$ cat src/rtl/keypad_scanner.sv
// Matrix keypad scanner: active-low one-hot row drive, 2-flop column sync,
// frame-level debounce with multi-key rejection, press/release/typematic pulses.
module keypad_scanner #(
  parameter int ROWS                = 4,
  parameter int COLS                = 4,
  parameter int SCAN_TICKS          = 10000,
  parameter int DEBOUNCE_FRAMES     = 16,
  parameter int REPEAT_DELAY_FRAMES = 625,
  parameter int REPEAT_RATE_FRAMES  = 125,
  parameter int LEGACY_MAP          = 1,
  localparam int CW = (ROWS*COLS > 1) ? $clog2(ROWS*COLS) : 1
) (
  input  logic            clk,
  input  logic            rst_n,
  output logic [ROWS-1:0] row,
  input  logic [COLS-1:0] col,
  output logic [CW-1:0]   key_code,
  output logic            key_press,
  output logic            key_repeat,
  output logic            key_release,
  output logic            key_held,
  output logic            multi_key
);

  localparam int RW    = (ROWS > 1) ? $clog2(ROWS) : 1;
  localparam int TW    = (SCAN_TICKS > 1) ? $clog2(SCAN_TICKS) : 1;
  localparam int DW    = $clog2(DEBOUNCE_FRAMES + 1);
  localparam int RPMAX = (REPEAT_DELAY_FRAMES > REPEAT_RATE_FRAMES) ? REPEAT_DELAY_FRAMES
                                                                    : REPEAT_RATE_FRAMES;
  localparam int PW    = (RPMAX > 0) ? $clog2(RPMAX + 1) : 1;
  localparam bit REP_EN = (REPEAT_DELAY_FRAMES != 0);
  // legacy 4x4 code per raw index, nibble i = code of index i
  localparam logic [63:0] LEGACY_LUT = 64'hDE0F_C987_B654_A321;

  localparam logic [1:0] HITS_NONE   = 2'd0;
  localparam logic [1:0] HITS_SINGLE = 2'd1;
  localparam logic [1:0] HITS_MULTI  = 2'd2;

  typedef enum logic [1:0] {IDLE, CAND, HELD} state_t;

  typedef struct packed {
    logic [1:0]    hits;   // saturates at 2
    logic [CW-1:0] idx;    // index of the first pressed key seen
  } frame_t;

  function automatic logic [CW-1:0] map_code(input logic [CW-1:0] i);
    logic [3:0] v;
    v = LEGACY_LUT[(int'(i) & 15)*4 +: 4];
    if (LEGACY_MAP == 0) return i;
    return CW'(v);
  endfunction

  // ---------------- scan ----------------
  logic [1:0][COLS-1:0] col_pipe;
  logic                 st_q;
  logic [TW-1:0]        tick_q;
  logic [RW-1:0]        r_q;
  frame_t               acc_q, acc_nxt, res_q;
  logic                 frame_done_q;
  logic                 sample;
  logic [1:0]           row_hits;
  logic [CW-1:0]        row_c, row_idx;
  logic [2:0]           hit_sum;

  assign sample = st_q && (tick_q == TW'(SCAN_TICKS-1));
  assign row    = st_q ? ~(ROWS'(1) << r_q) : '1;

  always_comb begin
    row_hits = HITS_NONE;
    row_c    = '0;
    for (int c = 0; c < COLS; c++) begin
      if (!col_pipe[1][c]) begin
        row_c = CW'(c);
        if (row_hits != HITS_MULTI) row_hits = row_hits + 2'd1;
      end
    end
    row_idx     = CW'(int'(r_q) * COLS + int'(row_c));
    hit_sum     = {1'b0, acc_q.hits} + {1'b0, row_hits};
    acc_nxt     = acc_q;
    acc_nxt.hits = (hit_sum >= 3'd2) ? HITS_MULTI : hit_sum[1:0];
    if (acc_q.hits == HITS_NONE) acc_nxt.idx = row_idx;
  end

  always_ff @(posedge clk or negedge rst_n) begin
    if (!rst_n) begin
      col_pipe     <= '1;
      st_q         <= 1'b0;
      tick_q       <= '0;
      r_q          <= '0;
      acc_q        <= '0;
      res_q        <= '0;
      frame_done_q <= 1'b0;
    end else begin
      col_pipe     <= {col_pipe[0], col};
      st_q         <= 1'b1;
      frame_done_q <= 1'b0;
      if (st_q) begin
        if (sample) begin
          tick_q <= '0;
          if (r_q == RW'(ROWS-1)) begin
            r_q          <= '0;
            res_q        <= acc_nxt;
            acc_q        <= '0;
            frame_done_q <= 1'b1;
          end else begin
            r_q   <= r_q + 1'b1;
            acc_q <= acc_nxt;
          end
        end else begin
          tick_q <= tick_q + 1'b1;
        end
      end
    end
  end

  // ---------------- key FSM ----------------
  state_t        state_q, state_d;
  logic [DW-1:0] cnt_q, cnt_d, rel_q, rel_d;
  logic [PW-1:0] rep_q, rep_d, rep_tgt;
  logic          rep_ph_q, rep_ph_d;
  logic [CW-1:0] key_idx_q, key_idx_d, code_q, code_d;
  logic          press_q, press_d, repeat_q, repeat_d, release_q, release_d;
  logic          held_q, held_d, multi_q, multi_d;
  logic          single, same, accept;

  assign single  = (res_q.hits == HITS_SINGLE);
  assign same    = single && (res_q.idx == key_idx_q);
  assign rep_tgt = rep_ph_q ? PW'(REPEAT_RATE_FRAMES) : PW'(REPEAT_DELAY_FRAMES);

  always_comb begin
    state_d   = state_q;
    cnt_d     = cnt_q;
    rel_d     = rel_q;
    rep_d     = rep_q;
    rep_ph_d  = rep_ph_q;
    key_idx_d = key_idx_q;
    code_d    = code_q;
    press_d   = 1'b0;
    repeat_d  = 1'b0;
    release_d = 1'b0;
    held_d    = held_q;
    multi_d   = multi_q;
    accept    = 1'b0;
    if (frame_done_q) begin
      multi_d = (res_q.hits == HITS_MULTI);
      case (state_q)
        IDLE: if (single) begin
          key_idx_d = res_q.idx;
          cnt_d     = DW'(1);
          if (DEBOUNCE_FRAMES == 1) accept = 1'b1;
          else                      state_d = CAND;
        end
        CAND: if (same) begin
          cnt_d = cnt_q + 1'b1;
          if (cnt_d == DW'(DEBOUNCE_FRAMES)) accept = 1'b1;
        end else begin
          state_d = IDLE;
        end
        HELD: if (same) begin
          rel_d = '0;
          if (REP_EN && rep_q != rep_tgt) rep_d = rep_q + 1'b1;
          if (REP_EN && rep_d == rep_tgt) begin
            press_d  = 1'b1;
            repeat_d = 1'b1;
            rep_d    = '0;
            rep_ph_d = 1'b1;
          end
        end else if (res_q.hits != HITS_MULTI) begin
          rel_d = rel_q + 1'b1;
          if (rel_d == DW'(DEBOUNCE_FRAMES)) begin
            release_d = 1'b1;
            held_d    = 1'b0;
            state_d   = IDLE;
          end
        end
        default: state_d = IDLE;
      endcase
      if (accept) begin
        code_d   = map_code(key_idx_d);
        press_d  = 1'b1;
        held_d   = 1'b1;
        rep_d    = '0;
        rep_ph_d = 1'b0;
        rel_d    = '0;
        state_d  = HELD;
      end
    end
  end

  always_ff @(posedge clk or negedge rst_n) begin
    if (!rst_n) begin
      state_q   <= IDLE;
      cnt_q     <= '0;
      rel_q     <= '0;
      rep_q     <= '0;
      rep_ph_q  <= 1'b0;
      key_idx_q <= '0;
      code_q    <= '0;
      press_q   <= 1'b0;
      repeat_q  <= 1'b0;
      release_q <= 1'b0;
      held_q    <= 1'b0;
      multi_q   <= 1'b0;
    end else begin
      state_q   <= state_d;
      cnt_q     <= cnt_d;
      rel_q     <= rel_d;
      rep_q     <= rep_d;
      rep_ph_q  <= rep_ph_d;
      key_idx_q <= key_idx_d;
      code_q    <= code_d;
      press_q   <= press_d;
      repeat_q  <= repeat_d;
      release_q <= release_d;
      held_q    <= held_d;
      multi_q   <= multi_d;
    end
  end

  assign key_code    = code_q;
  assign key_press   = press_q;
  assign key_repeat  = repeat_q;
  assign key_release = release_q;
  assign key_held    = held_q;
  assign multi_key   = multi_q;

endmodule

$ cat config.mk
export PLATFORM = sky130hd
export DESIGN_NAME = keypad_scanner
export DESIGN_NICKNAME = d
export VERILOG_FILES = /design/src/rtl/keypad_scanner.sv
export SDC_FILE = /design/constraint.sdc
export NUM_CORES = 1
export LEC_CHECK = 0
export CAP_MARGIN = 20
export CORE_ASPECT_RATIO = 1.2
export CORE_UTILIZATION = 30
export CTS_CLUSTER_DIAMETER = 80
export DETAILED_ROUTE_END_ITERATION = 8
export PLACE_DENSITY_LB_ADDON = 0.08
export SYNTH_ARGS = -nofsm -noshare
export SYNTH_HDL_FRONTEND = slang
export SYNTH_SLANG_ARGS = --single-unit
$ cat constraint.sdc
create_clock -name clk -period 2.4 [get_ports clk]
set_clock_uncertainty 0.1 [all_clocks]
set_input_delay 0.48 -clock clk [delete_from_list [all_inputs] [get_ports clk]]
set_output_delay 0.48 -clock clk [all_outputs]
set_load 0.03 [all_outputs]
-- Word-level counts from Yosys, hierarchy flattened
Index checks and enable logic that the tools add are counted.
- add/sub/neg operators: 10
- $lt $le $gt $ge: 1
- eq/ne operators: 23
- shifts and indexed selects: 2
- muxes and demuxes: 69
- bitwise gates (word level): 1
- reductions and logical operators: 20
- operators with widths (operator ; number):
    $mux 10 ; 9
    $shiftx 64x7->4 const A ; 1
    $mux 2 ; 15
    $mux 5 ; 6
    $mux 1 ; 29
    $mux 4 ; 6
    $ne 3x3->1 const B ; 5
    $add 14x1->14 const B ; 1
    $eq 14x14->1 const B ; 1
    $mux 14 ; 1
    $ne 2x2->1 const B ; 6
    $reduce_bool 2->1 ; 6
    $add 10x1->10 const B ; 1
    $add 5x1->5 const B ; 2
    $eq 10x10->1 ; 1
    $eq 5x5->1 const B ; 2
    $ne 10x10->1 ; 1
    $pmux 5 s2 ; 1
    $reduce_and 3->1 ; 3
    $add 2x1->2 const B ; 4
    $reduce_and 4->1 ; 2
    $eq 2x2->1 const B ; 3
    $mux 6 ; 1
    $pmux 2 s3 ; 1
    14 further kinds ; 18
- flip-flop bits (word level): 74
- bits of input ports: 6
- output and inout port bits: 13
- word-level logic and storage cells: 148

-- Logic depth before layout (Yosys ltp)
Gate-level depths: netlist of the first run.
- word-level depth: 14
- depth in mapped cells: 12
- gate-level depth less buffers: 12

-- Least setup slack after synthesis of the first run
No wires, ideal clock.
- kind: reg2reg
- start point: register state_q[1]
- end point: register code_q[2] (netlist: key_code[2])
- data arrival time: 2.297 ns
- setup slack: -0.080 ns
- stages on the path, launching flop included: 10
- buffers on the path: 1
- clock period less this slack: 2.480 ns
- path through: dfrtp_1 -> clkbuf_1 -> nor4b_2 -> mux2i_1 -> inv_1 -> ha_1 -> nor2b_1 -> a211oi_1 -> a21oi_1 -> o21ai_0
- cells in the longest elaborated chain, start to end: 4
- ends and longest elaborated chain (element ; line ; RTL):
    start: declaration ; 117 ; state_t state_q, state_d;
    start signal: assignment ; 205 ; state_q <= state_d;
    $logic_not 2->1 or $eq 2x1->1 (tied branches) ; 146 ; case (state_q)
    $mux 4 or $mux 1 (tied branches) ; 146 ;
    $mux 4 or $mux 1 (tied branches) ; 144 ; if (frame_done_q) begin
    $shiftx 64x7->4 or $reduce_and 2->1 (tied branches) ; - ;
    end signal: assignment ; 211 ; code_q <= code_d;
    end: declaration ; 121 ; logic [CW-1:0] key_idx_q, key_idx_d, code_q, code_d;
Several ways; a longest one is shown, not always the timed one. The select of a mux whose other input is x is not followed.
A chain may end at the register's enable or synchronous reset.

-- Worst setup path after layout of the first run
- start point: register col_pipe[4] (netlist name)
- end point: register acc_q[4] (netlist name)
- cells in the longest elaborated chain, start to end: 14
- ends and longest elaborated chain (element ; line ; RTL):
    start: declaration ; 54 ; logic [1:0][COLS-1:0] col_pipe;
    start signal: assignment ; 94 ; col_pipe <= {col_pipe[0], col};
    $mux 1 * ; 72 ; if (!col_pipe[1][c]) begin
    $add 2x1->2 or $ne 2x2->1 (tied branches) ; 74 ; if (row_hits != HITS_MULTI) row_hits = row_hits + 2'd1;
    $mux 2 ; 74 ;
    $mux 2 * ; 72 ;
    $add 2x1->2 or $ne 2x2->1 (tied branches) ; 74 ;
    $mux 2 ; 74 ;
    $mux 2 * ; 72 ;
    $add 2x1->2 or $ne 2x2->1 (tied branches) ; 74 ;
    $mux 2 ; 74 ;
    $mux 2 * ; 72 ;
    $add 2x2->3 * ; 78 ; hit_sum = {1'b0, acc_q.hits} + {1'b0, row_hits};
    $ge 3x2->1 ; 80 ; acc_nxt.hits = (hit_sum >= 3'd2) ? HITS_MULTI : hit_sum[1:0];
    $mux 2 * ; 80 ;
    $mux 6 * ; 100 ; if (r_q == RW'(ROWS-1)) begin
    end signal: assignment ; 107 ; acc_q <= acc_nxt;
    end: declaration ; 58 ; frame_t acc_q, acc_nxt, res_q;
Mark *: on every way between the ends. The rest lies on a longest branch, timed or not.

==> flow_metrics.tcl, run 1 <==
set metrics [dict create \
    path_common_cell "ha_2" \
    syn_inst 417 \
    first_pass_grt_wire_length_um 15600 \
    io_buffer_count 18 \
    worstSetupPathType "reg -> reg" \
    synth_flop_type "dfrtp_1" \
    worst_setup_hold_path_clk_slew_ns 0.06 \
    vdd.ir_drop.worst_mv 0.375 \
    numPlacedInstances 628 \
    antenna_found_initial 0 \
    area_used_by_multi_input_combinational_logic_um2 2150 \
    layout.cells.non_filler 649 \
    die_height_um 129 \
    clock_sinks 74 \
    seq_total_area_yosys_pct 46.3 \
    layout_common_cells "dfrtp_1 (64), nand2_1 (54), buf_4 (46)" \
    regToRegSetupSlack_ns -0.11 \
    post_synth.cell_area_avg_um2 9.64 \
    tritoncts "done" \
    postRouteAntennaNets 0 \
    min_period_ns 2.51 \
    synth_area_um2 4020 \
    hold_viol 0 \
    max_clock_freq_ghz 0.399 \
    data_required_time_of_the_critical_path_ns 2.57 \
    delay_contributed_by_the_slowest_stage_of_the_critical_path_ns 0.54 \
    crit_arrival_ns 2.67 \
    cellPowerDensity_nw_per_um2 547 \
    floorplan.die_area_um2 13900 \
    min_path_type "in -> async" \
    floorplan.io_pins 19 \
    grt_setup_unrepaired "yes" \
    power_uw 2790 \
    layout.filler_cells 1325 \
    timing_worst_slew_pin_value_ns 0.654 \
    setup_violations 4 \
    cts.path.max_buffers 2 \
    worstSetupEndpointType "register" \
    synthesis.nets 443 \
    fin_nets 506 \
    cell_depth_of_the_worst_flop_to_flop_path 12 \
    synth_enable_flop_cells 0 \
    rows 45 \
    ys.warnings.count 0 \
    slew_headroom_pct 56.4 \
    slew_violations 0 \
    synth.ff_latch_count 74 \
    fp.dieW_um 108 \
    grt_use_total_pct 14.4 \
    drt_pass1_iterations 5 \
    worst_r2r_endpoint "acc_q[4]" \
    coreArea_um2 12800 \
    wire_length_per_cell_after_detailed_routing_um 13.6 \
    remaining_drc_errors 0 \
    vias_per_cell 4.85 \
    cts_made_buffers 9 \
    grt_max_degree 49 \
    layout.cells.most_common "dfrtp_1" \
    clk_lat_worst_skew_ns 0.33 \
    worst_slack_ns -0.106 \
    timing.critical_path.slowest_stage_cell "dfstp_2" \
    drt_wl_total_um 8810 \
    drtIter0Drc 97 \
    fin_worst_hold_slack_ns 0.0758 \
    max-cap-violations 0 \
    dpl.hpwl_um 6300 \
    violations "negative setup slack" \
    grt_pass1_vias 3272 \
    synth-async-reset-ratio_pct 100 \
    run_status "finished, violations left" \
    post_synth_num_cell_types 58 \
    area_delta_synth_final_pct 26.8 \
    leakage_uw 0.00227 \
    hold_buffers 0 \
    finalSetupTns_ns -0.305 \
    ctsRootBufferMaster "clkbuf_16" \
    routed-via-count 3145 \
    fraction_of_layout_instances_using_a_drive_strength_above_1_pct 21.9 \
    htreeDepth 3 \
    finalWeightedCongestion 0.757 \
    startpoint_type "register" \
    fin_crit_share_pct 104 \
    start_util_pct 31.3 \
    grt_overflow 0 \
    timing.critical_path.fanout_max 3 \
    r2r_start "col_pipe[4]" \
    layout.area.seq_um2 1860 \
    antenna-diode-count 0 \
    path_cells "inv_2, ha_4, mux2i_4, ha_2, nor2_1, a21oi_1, ha_2, fa_1, nor2_4, nand2_2, nor3_2, a21o_1" \
]
-- power breakdown --
part           internal, uW  leakage, uW  switching [uW]  total, uW
Sequential             1310     0.000990            61.5       1380
Combinational           100      0.00116             108        208
Clock                   691     0.000126             516       1210
-- critical path: cells and delay by family, from the launching register on --
family / cells / cell delay [ns]
simple gates: 4 / 0.37
mux: 1 / 0.14
flops: 1 / 0.54
compound gates: 2 / 0.22
fa+ha+maj: 4 / 1.04
buf+inv: 1 / 0.05
-- synth_stat cells, drive strengths merged, types with 3 or more instances --
cell type,n,share of area [%]
dfrtp,66,41
nand2,55,5.1
o21ai,32,4.3
nor2,29,2.7
a21oi,22,2.7
ha,19,5.9
nand3,17,2.1
inv,15,1.4
clkbuf,12,1.2
nor3,12,1.6
nor2b,11,1.7
xnor2,10,2.2
xor2,10,2.2
mux2i,9,2.2
dfstp,8,5.2
nand4,7,1.1
a22o,6,1.3
a211oi,5,0.93
o31ai,5,0.93
or3,5,0.78
a21o,4,0.75
a31oi,4,0.62
and2,4,0.62
and3,4,0.62
nand2b,4,0.62
buf,3,0.84
mux2,3,0.84
nand4b,3,0.65
-- repair_timing --
item,CTS,global route
setup endpoints to repair,15,15
buffers inserted,2,3
gates resized for setup,13,27
hold endpoints to repair,0,0
pin swaps,5,11
-- per-layer routing --
metal / share of wire (%) / GRT usage, % / wire length, um
met1: 45 / 17.7 / 4000
met2: 51 / 25.0 / 4520
met3: 2.1 / 2.84 / 187
met4: 1.2 / 5.08 / 102
met5: 0 / 0 / 0
-- cell families after synthesis --
kind of cell | Yosys count | share of synthesized area (%)
simple gates | 165 | 21.0
compound gates | 95 | 15.4
flops | 74 | 46.3
buf+inv | 30 | 3.39
fa+ha+maj | 20 | 6.41
xor+xnor | 20 | 4.36
mux | 12 | 3.08
other cells | 1 | 0.0933
-- worst max path at each step --
stage	start	to	slack, ns	cells past startpoint
CTS	col_pipe[4]	acc_q[4]	-0.17	12
global route	col_pipe[4]	acc_q[4]	-0.23	12
finish	col_pipe[4]	acc_q[4]	-0.11	12
detailed placement	col_pipe[4]	acc_q[4]	-0.18	12
floorplan	col_pipe[4]	acc_q[4]	-0.03	12
global placement	col_pipe[4]	acc_q[4]	-0.15	12
-- sequential cells by signal, summed over array words and instances (netlist names), 2 cells and up --
name,count
rep_q,10
cnt_q,5
tick_q,14
acc_q,6
col_pipe,8
r_q,2
key_idx_q,4
res_q,6
rel_q,5
key_code,4
state_q,2
-- area by class of cell --
class | count | area share (%)
inverters | 15 | 1.10
clock buffers | 10 | 4.49
repair buffers | 67 | 11.0
flip-flops and latches | 74 | 36.6
multi-input cells | 313 | 42.1
clock inverters | 6 | 0.663
well taps | 164 | 4.03
-- metrics by stage --
step | util, % | worst slack (ns) | area (um2)
final | 39.7 | -0.106 | 5100
after detailed placement | 36.3 | -0.179 | 4670
after global routing | 39.7 | -0.225 | 5100
after global placement | 36.3 | -0.147 | 4670
after floorplan | - | -0.0264 | 4030
after CTS | 38.8 | -0.175 | 4980
Note: power is estimated with default switching activity, not from simulation.
==> inputs of run 2 (changes only) <==
Settings changed: CTS_BUF_LIST set to sky130_fd_sc_hd__clkbuf_8.
==> run 2 against run 1 <==
  * The flow still finishes with violations (negative setup slack)
  * Maximum frequency is 0.23% lower
  * Via count up 0.45%
  * Final cell count up 0.31%
  * Register-to-register slack about the same
  * Critical endpoint unchanged
  * Largest power group unchanged
  * Highest routed layer unchanged
==> flow_metrics.tcl, run 2 (synthesized netlist as in run 1, its figures left out) <==
set metrics [dict create \
    first_pass_grt_wire_length_um 15600 \
    timing_worst_slew_pin_value_ns 0.650 \
    vdd.ir_drop.worst_mv 0.317 \
    grt_pass1_vias 3271 \
    min_path_type "in -> async" \
    power_uw 2420 \
    worstSetupPathType "reg -> reg" \
    drt_pass1_iterations 4 \
    cts_made_buffers 9 \
    timing.critical_path.fanout_max 3 \
    wire_length_per_cell_after_detailed_routing_um 13.5 \
    grt_overflow 0 \
    ctsRootBufferMaster "clkbuf_8" \
    pre_cts_ws_ns -0.179 \
    max-cap-violations 0 \
    timing.critical_path.slowest_stage_cell "dfstp_2" \
    cell_depth_of_the_worst_flop_to_flop_path 12 \
    htreeDepth 3 \
    clk_lat_worst_skew_ns 0.35 \
    worst_setup_hold_path_clk_slew_ns 0.08 \
    grt_use_total_pct 14.4 \
    fin_crit_share_pct 105 \
    clock_sinks 74 \
    start_util_pct 31.3 \
    layout.cells.non_filler 651 \
    slew_violations 0 \
    coreArea_um2 12800 \
    layout.cells.most_common "dfrtp_1" \
    fin_nets 508 \
    path_cells "inv_2, ha_4, mux2i_4, ha_2, nor2_1, a21oi_1, ha_2, fa_1, nor2_4, nand2_2, nor3_2, a21o_1" \
    antenna_found_initial 0 \
    layout.filler_cells 1329 \
    min_period_ns 2.51 \
    postRouteAntennaNets 0 \
    registers.top_by_ff_count "tick_q" \
    max_clock_freq_ghz 0.398 \
    routed-via-count 3159 \
    setup_violations 4 \
    grt_util_met3_pct 2.84 \
    cellPowerDensity_nw_per_um2 483 \
    remaining_drc_errors 0 \
    delay_contributed_by_the_slowest_stage_of_the_critical_path_ns 0.54 \
    grt_use_met2_pct 24.9 \
    antenna-diode-count 0 \
    drtIter0Drc 115 \
    violations "negative setup slack" \
    fp.dieW_um 108 \
    floorplan.die_area_um2 13900 \
    floorplan.io_pins 19 \
    vias_per_cell 4.85 \
    grt_max_degree 49 \
    max_ffs_per_register 14 \
    tritoncts "done" \
    drt_wl_total_um 8800 \
    area_delta_synth_final_pct 24.7 \
    dpl.hpwl_um 6300 \
    run_status "finished, violations left" \
    layout_top_registers "tick_q x14, rep_q x10, col_pipe x8" \
    crit_arrival_ns 2.70 \
    worst_slack_ns -0.111 \
    io_buffer_count 18 \
    worstSetupEndpointType "register" \
    grt_setup_unrepaired "yes" \
    fraction_of_layout_instances_using_a_drive_strength_above_1_pct 22.6 \
    finalWeightedCongestion 0.757 \
    data_required_time_of_the_critical_path_ns 2.59 \
    leakage_uw 0.00224 \
    grtUsageMet1_pct 17.8 \
    post-route-util_pct 39.1 \
    slew_headroom_pct 56.7 \
    die_height_um 129 \
    layout_common_cells "dfrtp_1 (64), nand2_1 (54), buf_4 (48)" \
    rows 45 \
    grt_busiest_layer "met2" \
    numPlacedInstances 628 \
    hold_viol 0 \
    startpoint_type "register" \
    path_common_cell "ha_2" \
    cts.path.max_buffers 2 \
]
-- run 2: through the flow --
stage               instance area [um2]  setup TNS (ns)  hold WS (ns)
global route                       5010          -0.801         0.108
detailed placement                 4670          -0.980         0.248
floorplan                          4030         -0.0264        0.0844
CTS                                4880          -0.438        0.0753
finish                             5010          -0.308        0.0542
global placement                   4670          -0.464         0.247
-- run 2: worst paths after layout --
| kind | startpoint | slack (ns) | to |
|---|---|---|---|
| hold / removal | rst_n | 0.05 | rep_q[2] |
| hold reg to reg | col_pipe[0] | 0.26 | col_pipe[4] |
| setup / recovery | col_pipe[4] | -0.11 | acc_q[4] |
| min in group clk | col_pipe[0] | 0.26 | col_pipe[4] |
| setup reg to reg | col_pipe[4] | -0.11 | acc_q[4] |
| max in group asynchronous | rst_n | 1.48 | frame_done_q |
-- run 2: per-layer routing --
layer  part of all wire, %  up-vias
li1                      -     1608
met1                    45     1511
met2                    51       31
met3                   2.5        9
met4                   1.4        0
met5                     0        -
-- run 2: layout make-up --
class                   instances  area (um2)  share of cell area (%)
clock inverters                 7        37.5                   0.749
clock buffers                   9         124                    2.47
inverters                      15        56.3                    1.12
flip-flops and latches         74        1860                    37.2
multi-input cells             313        2150                    42.9
repair buffers                 69         574                    11.5
well taps                     164         205                    4.09
-- run 2: critical path: cells and delay by family (launching register included) --
| kind | cells | cell delay (ns) |
|---|---|---|
| AOI/OAI and AO/OA | 2 | 0.22 |
| adders and majority gates | 4 | 1.04 |
| buffers and inverters | 1 | 0.05 |
| DFF | 1 | 0.54 |
| muxes | 1 | 0.14 |
| and+or+nand+nor | 4 | 0.37 |
-- run 2: where the power goes --
group / total [uW] / leakage (uW) / internal [uW] / switching (uW)
clock: 838 / 0.0000836 / 362 / 476
sequential: 1370 / 0.000990 / 1310 / 62.5
combinational: 208 / 0.00117 / 100 / 108
total: 2420 / 0.00224 / 1770 / 646
-- run 2: timing repair --
action	in CTS	in global routing
setup endpoints to repair	16	14
hold buffers	0	0
resized for setup	14	28
setup buffers	2	5
pin swaps	5	13
==> inputs of run 3 (changes only) <==
Settings changed: CORE_UTILIZATION 30 to 57.
==> run 3 against run 2 <==
  * The flow still finishes with violations (negative setup slack)
  * Clock power rose by 23%
  * Final area shrank 2.6%
  * Sequential power hardly changed
  * Combinational power up 5%
  * Maximum frequency fell by 4.5%
  * First-iteration DRC count down 27%
  * Sequential cell count unchanged
  * Largest cell class unchanged
  * Largest power group unchanged
  * Highest routed layer unchanged
==> flow_metrics.tcl, run 3 (synthesized netlist as in run 1, its figures left out) <==
set metrics [dict create \
    run_status "finished, violations left" \
    violations "negative setup slack" \
    cts.path.max_buffers 2 \
    critPathTopFamily "adder cells" \
    cell_depth_of_the_worst_flop_to_flop_path 11 \
    startpoint_type "register" \
    max-cap-violations 0 \
    worstSetupEndpointType "register" \
    slew_violations 0 \
    drtIter0Drc 84 \
    antenna-diode-count 0 \
    power_uw 2620 \
    data_required_time_of_the_critical_path_ns 2.59 \
    registers.top_by_ff_count "tick_q" \
    ctsRootBufferMaster "clkbuf_8" \
    cp_num_buf_inv 0 \
    io_buffer_count 18 \
    worst_slack_ns -0.230 \
    clk_lat_worst_skew_ns 0.35 \
    setup_violations 4 \
    worst_setup_hold_path_clk_slew_ns 0.07 \
    layout.filler_cells 553 \
    fin_nets 499 \
    dpl.hpwl_um 5810 \
    floorplan.die_area_um2 7400 \
    drt_wl_total_um 8240 \
    crit_arrival_ns 2.82 \
    fin_worst_hold_slack_ns 0.256 \
    start_util_pct 59.0 \
    min_period_ns 2.63 \
    timing.critical_path.fanout_max 3 \
    layout_top_registers "tick_q x14, rep_q x10, col_pipe x8" \
    leakage_uw 0.00222 \
    min_path_type "reg -> reg" \
    antenna_found_initial 0 \
    layout.cells.most_common "dfrtp_1" \
    max_clock_freq_ghz 0.380 \
    remaining_drc_errors 0 \
    vdd.ir_drop.worst_mv 0.389 \
    vias_per_cell 5.70 \
    grt_setup_unrepaired "yes" \
    worstSetupPathType "reg -> reg" \
    hold_viol 0 \
    finalSetupTns_ns -0.717 \
    drt_pass1_iterations 4 \
    fin_crit_share_pct 110 \
    htreeDepth 3 \
    path_cells "ha_1, nor2_1, a21oi_1, ha_2, nor2_2, a21oi_2, fa_1, nor2_4, nand2_2, nor3_2, a21o_1" \
    fraction_of_layout_instances_using_a_drive_strength_above_1_pct 21.1 \
    grt_use_total_pct 25.0 \
    first_pass_grt_wire_length_um 14300 \
    worst-path-stages 11 \
    tritoncts "done" \
    max_ffs_per_register 14 \
    postRouteAntennaNets 0 \
    fp.dieW_um 78.7 \
    delay_contributed_by_the_slowest_stage_of_the_critical_path_ns 0.54 \
    rows 33 \
    grt_pass1_vias 3252 \
    die_height_um 94.0 \
    cts_made_buffers 9 \
    area_delta_synth_final_pct 21.4 \
    grt_overflow 0 \
    wire_length_per_cell_after_detailed_routing_um 14.6 \
    timing_worst_slew_pin_value_ns 0.583 \
    coreArea_um2 6810 \
    clock_sinks 74 \
    routed-via-count 3219 \
    whs_path_depth 0 \
    grt_max_degree 33 \
    slew_headroom_pct 60.8 \
    floorplan.io_pins 19 \
    cellPowerDensity_nw_per_um2 536 \
    finalWeightedCongestion 0.882 \
    timing.critical_path.slowest_stage_cell "dfstp_2" \
    layout_common_cells "dfrtp_1 (65), nand2_1 (54), buf_4 (39)" \
    post-route-util_pct 71.7 \
]
==> run 3: cell count changes in the layout (fill, tap and decap cells not counted), sizes merged <==
cell / previous run / this run
a21boi: 2 / 3
clkinvlp: 2 / 1
dlygate4sd3: 0 / 1
dlygate4sd2: 3 / 2
buf: 52 / 41
clkinv: 4 / 3
bufinv: 0 / 2
clkdlybuf4s50: 13 / 14
==> run 3: cell type report <==
type	count	area [um2]	share of cell area [%]
multi-input combinational	314	2140	43.9
sequential	74	1860	38.2
timing repair buffer	59	504	10.3
clock buffer	9	124	2.54
tap	87	109	2.23
clock inverter	7	85.1	1.74
inverter	15	56.3	1.15
==> run 3: where the power goes <==
part	leakage, uW	total [uW]	switching, uW	internal [uW]
registers	0.000992	1370	59.9	1310
clock network	0.000108	1030	454	574
logic	0.00112	218	113	105
==> run 3: through the flow <==
stage / worst slack, ns / cell area [um2] / std cells
floorplan: -0.0264 / 4030 / 417
global placement: -0.132 / 4520 / 543
detailed placement: -0.221 / 4520 / 543
CTS: -0.223 / 4790 / 563
global route: -0.375 / 4880 / 565
finish: -0.230 / 4880 / 565
==> run 3: final timing paths <==
| check | start | endpoint | slack [ns] |
|---|---|---|---|
| worst max-delay path | col_pipe[4] | acc_q[4] | -0.23 |
| worst min-delay path | col_pipe[1] | col_pipe[5] | 0.26 |
| worst max register to register | col_pipe[4] | acc_q[4] | -0.23 |
| worst min register to register | col_pipe[1] | col_pipe[5] | 0.26 |
| max in group asynchronous | rst_n | col_pipe[4] | 1.08 |
| min in group asynchronous | rst_n | rep_q[3] | 0.50 |
==> run 3: repair_timing <==
action / 4_1_cts / 5_1_grt
setup buffers: 3 / 4
hold buffers: 1 / 0
pin swaps: 10 / 18
gates resized for setup: 11 / 24
endpoints found under the setup margin: 11 / 14
cloned: 1 / 0
endpoints found under the hold margin: 27 / 0
==> run 3: worst register-to-register path: stages, from the launching register on <==
cell and delay (ns):
dfstp_2 0.54, ha_1 0.18, nor2_1 0.06, a21oi_1 0.20, ha_2 0.33, nor2_2 0.13
a21oi_2 0.05, fa_1 0.54, nor2_4 0.15, nand2_2 0.08, nor3_2 0.13, a21o_1 0.10
==> run 3: routing by layer <==
| layer | track usage (%) | wire, um |
|---|---|---|
| met4 | 15.0 | 161 |
| met1 | 29.4 | 3420 |
| met2 | 43.6 | 4440 |
| met5 | 0 | 0 |
| met3 | 3.01 | 224 |
